==> src/rtl/dvp_window_crop.sv <==
// Rectangular crop of a DVP pixel stream. The window is latched from cfg_* at every
// frame start. EN=0 gives a registered bypass; the counters and latching keep running.
module dvp_window_crop #(
    parameter int            CW    = 12,
    parameter logic [CW-1:0] DEF_X = CW'(0),
    parameter logic [CW-1:0] DEF_Y = CW'(0),
    parameter logic [CW-1:0] DEF_W = CW'(1280),
    parameter logic [CW-1:0] DEF_H = CW'(720)
) (
    input  logic          pre_clk,
    input  logic          rst_n,
    input  logic          EN,
    input  logic [CW-1:0] cfg_x,
    input  logic [CW-1:0] cfg_y,
    input  logic [CW-1:0] cfg_w,
    input  logic [CW-1:0] cfg_h,
    input  logic          pre_vs,
    input  logic          pre_de,
    input  logic [23:0]   pre_data,
    output logic          post_clk,
    output logic          post_vs,
    output logic          post_de,
    output logic [23:0]   post_data,
    output logic          synced
);

    localparam logic [CW-1:0] CNT_MAX = {CW{1'b1}};

    logic          vs_d, de_d;
    logic [CW-1:0] x_cnt, y_cnt;
    logic [CW-1:0] sx, sy, sw, sh;
    logic          vs_rise, de_fall;
    logic [CW:0]   x_end, y_end;
    logic          in_x, in_y, crop_de;

    assign post_clk = pre_clk;

    assign vs_rise = pre_vs & ~vs_d;
    assign de_fall = ~pre_de & de_d;

    // Window ends are one bit wider so a window running past 2^CW-1 cannot wrap to zero.
    assign x_end   = {1'b0, sx} + {1'b0, sw};
    assign y_end   = {1'b0, sy} + {1'b0, sh};
    assign in_x    = (x_cnt >= sx) && ({1'b0, x_cnt} < x_end);
    assign in_y    = (y_cnt >= sy) && ({1'b0, y_cnt} < y_end);
    assign crop_de = pre_de & in_x & in_y & synced;

    always_ff @(posedge pre_clk or negedge rst_n) begin
        if (!rst_n) begin
            vs_d      <= 1'b0;
            de_d      <= 1'b0;
            x_cnt     <= '0;
            y_cnt     <= '0;
            sx        <= DEF_X;
            sy        <= DEF_Y;
            sw        <= DEF_W;
            sh        <= DEF_H;
            synced    <= 1'b0;
            post_vs   <= 1'b0;
            post_de   <= 1'b0;
            post_data <= 24'h000000;
        end else begin
            vs_d    <= pre_vs;
            de_d    <= pre_de;
            post_vs <= pre_vs;

            // A frame start overrides any counter update on the same cycle.
            if (vs_rise) begin
                sx     <= cfg_x;
                sy     <= cfg_y;
                sw     <= cfg_w;
                sh     <= cfg_h;
                x_cnt  <= '0;
                y_cnt  <= '0;
                synced <= 1'b1;
            end else begin
                if (de_fall)
                    x_cnt <= '0;
                else if (pre_de && (x_cnt != CNT_MAX))
                    x_cnt <= x_cnt + 1'b1;

                if (de_fall && (y_cnt != CNT_MAX))
                    y_cnt <= y_cnt + 1'b1;
            end

            if (EN) begin
                post_de   <= crop_de;
                post_data <= crop_de ? pre_data : 24'h000000;
            end else begin
                post_de   <= pre_de;
                post_data <= pre_de ? pre_data : 24'h000000;
            end
        end
    end

endmodule

==> config.mk <==
export PLATFORM = sky130hd
export DESIGN_NAME = dvp_window_crop
export DESIGN_NICKNAME = d
export VERILOG_FILES = /design/src/rtl/dvp_window_crop.sv
export SDC_FILE = /design/constraint.sdc
export NUM_CORES = 1
export LEC_CHECK = 0
export ABC_CLOCK_PERIOD_IN_PS = 3100
export BUFFER_PORTS_ARGS = -buffer_cell sky130_fd_sc_hd__buf_2
export CORE_UTILIZATION = 51
export DETAILED_ROUTE_END_ITERATION = 7
export PLACE_DENSITY_LB_ADDON = 0.1
export REMOVE_ABC_BUFFERS = 1
export SKIP_CTS_REPAIR_TIMING = 1
export SLEW_MARGIN = 15
export SYNTH_ARGS = -nofsm -noshare
export SYNTH_HDL_FRONTEND = slang
export SYNTH_SLANG_ARGS = --single-unit
export TNS_END_PERCENT = 30
==> constraint.sdc <==
create_clock -name pre_clk -period 3.1 [get_ports pre_clk]
set_input_delay 0.465 -clock pre_clk [delete_from_list [all_inputs] [get_ports pre_clk]]
set_output_delay 0.465 -clock pre_clk [all_outputs]
set_load 0.02 [all_outputs]
# After elaboration in Yosys (flattened, before gate mapping)
# Cells that the tools add are included.
# Widths: inputs -> output; s select.
[totals]
ff_bits = 100
inputBits = 77
output_inout_bits = 28
elab_cells = 43
[classes]
addsub = 4
n_lt_le_gt_ge = 4
eq_ne = 2
muxes = 9
bitwise_logic = 7
n_reduce_logical = 6
[op_table]
columns = ["operator", "n"]
rows = [
  ["$mux 24", 3],
  ["$mux 12", 5],
  ["$add 12x12->13", 2],
  ["$lt 12x13->1", 2],
  ["$add 12x1->12 const B", 2],
  ["$ge 12x12->1", 2],
  ["$ne 12x12->1 const B", 2],
  ["$and 1x1->1", 5],
  ["$logic_and 1x1->1", 4],
  ["$reduce_bool 3->1", 1],
  ["$not 1->1", 2],
  ["$reduce_bool 2->1", 1],
  ["$mux 1", 1],
]

# Logic depth before layout (Yosys ltp)
[depth]
word_depth = 8
mapped_depth = 19
ltp_nobuf = 18

==> implementation parameters <==
Parameter                              Value

Critical path
  Highest net fanout along the worst path    13
  Type of the worst setup path    flip-flop to flip-flop
  Data arrival time of the critical path    approximately 3800 ps
  Kind of cell adding the most delay to the critical path    compound AO/OA/AOI/OAI gates
  Highest-delay cell along the critical path    sky130_fd_sc_hd__dfrtp_1
  Kind of start point of the critical path    flip-flop
  Critical Path Max Stage Delay    a little under 400 ps
  Category of the worst setup path capture point    flip-flop
  Sequence of cells on the critical path    ha_1 > fa_2 > buf_4 > a21oi_1 > nor2b_1 > or3_1 > nand2_1 > ha_1 > a21o_1 > a21oi_2 > a211oi_2 > buf_4 > o221ai_4 > buf_12 > nand3_1 > nor2_4
  CP Buf/Inv Count    3
  Required time of the worst setup path    3500 ps

Placed design
  Routability congestion estimate from global placement    0.821
  Dpl ws    -461 ps
  I/O Buffers    104
  Post-DP HPWL    9420 um

Die
  Die span in x    between 100 and 150 um
  Effective utilization at floorplan    0.525
  CORE AREA    about 11000 um2
  Boundary Pins    105
  Num rows    39
  Die height    roughly 110 um
  Die area    ~12000 um2

Yosys
  Sequential cell area fraction in the yosys report    0.417
  Syn. warnings    0
  Share of flip-flops with an asynchronous set or reset after synthesis    1.00
  Number of flops mapped to enable cells by yosys    0
  Cells after Synth    about 600
  Commonest register cell after synthesis    sky130_fd_sc_hd__dfrtp_1
  Cell area after synthesis    6030 um2
  Mean post-synth cell area    10.1 um2
  Number of different library cells in the post-synthesis netlist    slightly below 60
  Register bit count reported by yosys    100

Global route
  Global-route usage over all layers    0.219
  Final global-route overflow total    0
  First-pass GRT wire length    around 22000 um
  Largest net degree at the start of global routing    64
  Number of antenna violations at the first check in global routing    0
  Number of global-route vias before repair    about 4.9k

Detailed routing
  Count of nets left with antenna violations after detail routing    0
  Wire length per cell after detailed routing    roughly 15 um
  Vias per cell    around 5.4
  Wirelength, routed    roughly 13000 um
  Initial DRC Count    between 150 and 200
  Drt drc    0
  Initial DRT Pass Iterations    4
  Total number of vias    4705

Timing
  Tightest Pin Transition    about 810 ps
  Final critical path time including I/O delays and setup    around 3400 ps
  Final count of pins violating max slew    0
  Final setup viols    25
  Post-route setup TNS    -6970 ps
  Final period utilization    1.10
  Crit path setup slack, layout    -310 ps
  Clock Skew    9.89 ps
  Final-report hold violation count    0
  Rel. slew slack    0.459
  Timing-limited maximum frequency    a little under 0.3 GHz
  Setup repair after global routing missed its margin    true

Finish
  Fraction of layout instances using a drive strength above 1    0.329
  Ant diodes    0
  Post-layout utilization of the core    0.651
  Area growth syn-to-layout    23.8%
  Top library cells by usage in the layout, fill and taps aside    sky130_fd_sc_hd__buf_2 (103), sky130_fd_sc_hd__dfrtp_1 (94), sky130_fd_sc_hd__ha_1 (71)
  Final net count    around 880
  Leading cell type in the layout, fill and taps excluded    sky130_fd_sc_hd__buf_2

Pwr
  LEAKAGE    3.66 nW
  Power density normalized to cell area    around 540 nW/um2
  Max IR drop VDD    660 uV

Outcome
  Run status    finished with violations
  Failing checks    negative setup slack

CTS
  Register clock-pin slew on the reported worst setup and hold paths    approximately 70 ps
  CTS tree    yes
  Skew-Pair Late Insertion Delay    460 ps

Flow run
  Max-cap violation count    0

Hold path
  Hold Path Class    primary input to asynchronous set/reset pin
layer usage:
metal  part of all wire  global-route usage  up-vias
li1                   -                   -     2363
met5                  0                   0        -
met2               0.51               0.398       76
met3              0.031              0.0612       11
met1               0.44               0.252     2255
met4              0.012              0.0587        0
cell usage after synthesis, types with 4 or more instances:
cell / instances / area share
sky130_fd_sc_hd__dfrtp_1: 94 / 0.39
sky130_fd_sc_hd__ha_1: 72 / 0.15
sky130_fd_sc_hd__nand2_1: 47 / 0.029
sky130_fd_sc_hd__nor2_1: 43 / 0.027
sky130_fd_sc_hd__o21ai_0: 39 / 0.032
sky130_fd_sc_hd__inv_1: 35 / 0.022
sky130_fd_sc_hd__nand3_1: 34 / 0.028
sky130_fd_sc_hd__a21oi_1: 30 / 0.025
sky130_fd_sc_hd__mux2_2: 25 / 0.047
sky130_fd_sc_hd__nor2_2: 20 / 0.021
sky130_fd_sc_hd__xor2_1: 20 / 0.029
sky130_fd_sc_hd__xnor2_1: 15 / 0.022
sky130_fd_sc_hd__nor3_1: 11 / 0.0091
sky130_fd_sc_hd__nand4_1: 10 / 0.010
sky130_fd_sc_hd__a21o_1: 9 / 0.011
sky130_fd_sc_hd__clkbuf_1: 9 / 0.0056
sky130_fd_sc_hd__nand2b_1: 9 / 0.0093
sky130_fd_sc_hd__nor2b_1: 8 / 0.0083
sky130_fd_sc_hd__dfstp_2: 6 / 0.026
sky130_fd_sc_hd__or3_1: 5 / 0.0052
sky130_fd_sc_hd__a211oi_1: 4 / 0.0050
sky130_fd_sc_hd__buf_2: 4 / 0.0033
metrics by stage:
| step | cells | power, mW | instance area (um2) | hold WS (ps) |
|---|---|---|---|---|
| 2_1_floorplan | 581 | 2.31 | 5930 | 169 |
| 3_3_place_gp | 855 | 2.68 | 6880 | 475 |
| 3_5_place_dp | 855 | 2.73 | 6880 | 482 |
| 4_1_cts | 873 | 4.02 | 7240 | 114 |
| 5_1_grt | 878 | 4.29 | 7460 | 117 |
| 6_report | 878 | 4.04 | 7460 | 88.7 |
sequential cells by signal, summed over array words and instances (netlist names):
| register | cells |
|---|---|
| sh | 12 |
| post_de | 1 |
| y_cnt | 12 |
| sx | 12 |
| post_data | 24 |
| sw | 12 |
| sy | 12 |
| de_d | 1 |
| synced | 1 |
| x_cnt | 12 |
| vs_d | 1 |
cell type report:
class	count	area [um2]
fill	936	4010
multi-input combinational	446	3430
sequential	100	2510
timing repair buffer	135	852
clock buffer	13	305
tap	143	179
inverter	35	131
clock inverter	6	53.8
report_power, final:
part           internal, mW  total (mW)  switching (mW)
Sequential             1.43        1.50          0.0729
Clock                 0.731        1.31           0.577
Combinational         0.582        1.23           0.650
Total                  2.74        4.04            1.30
cells by family after synthesis:
group | synth area share
buf+inv | 0.0370
xor+xnor | 0.0509
mux | 0.0500
fa+ha+maj | 0.156
compound gates | 0.126
simple gates | 0.163
flops | 0.417
path summary, 6_finish.rpt:
path                        start       endpoint  slack (ps)  depth (start not counted)
setup / recovery            sy[0]   post_data[6]        -310                         16
hold / removal              rst_n          sx[0]          90                          1
setup reg to reg            sy[0]   post_data[6]        -310                         16
hold reg to reg            synced         synced         500                          1
max in group asynchronous   rst_n  post_data[23]        2180                          2
min in group pre_clk       pre_vs           vs_d         130                          1
Power figures use the tool's default switching activity.
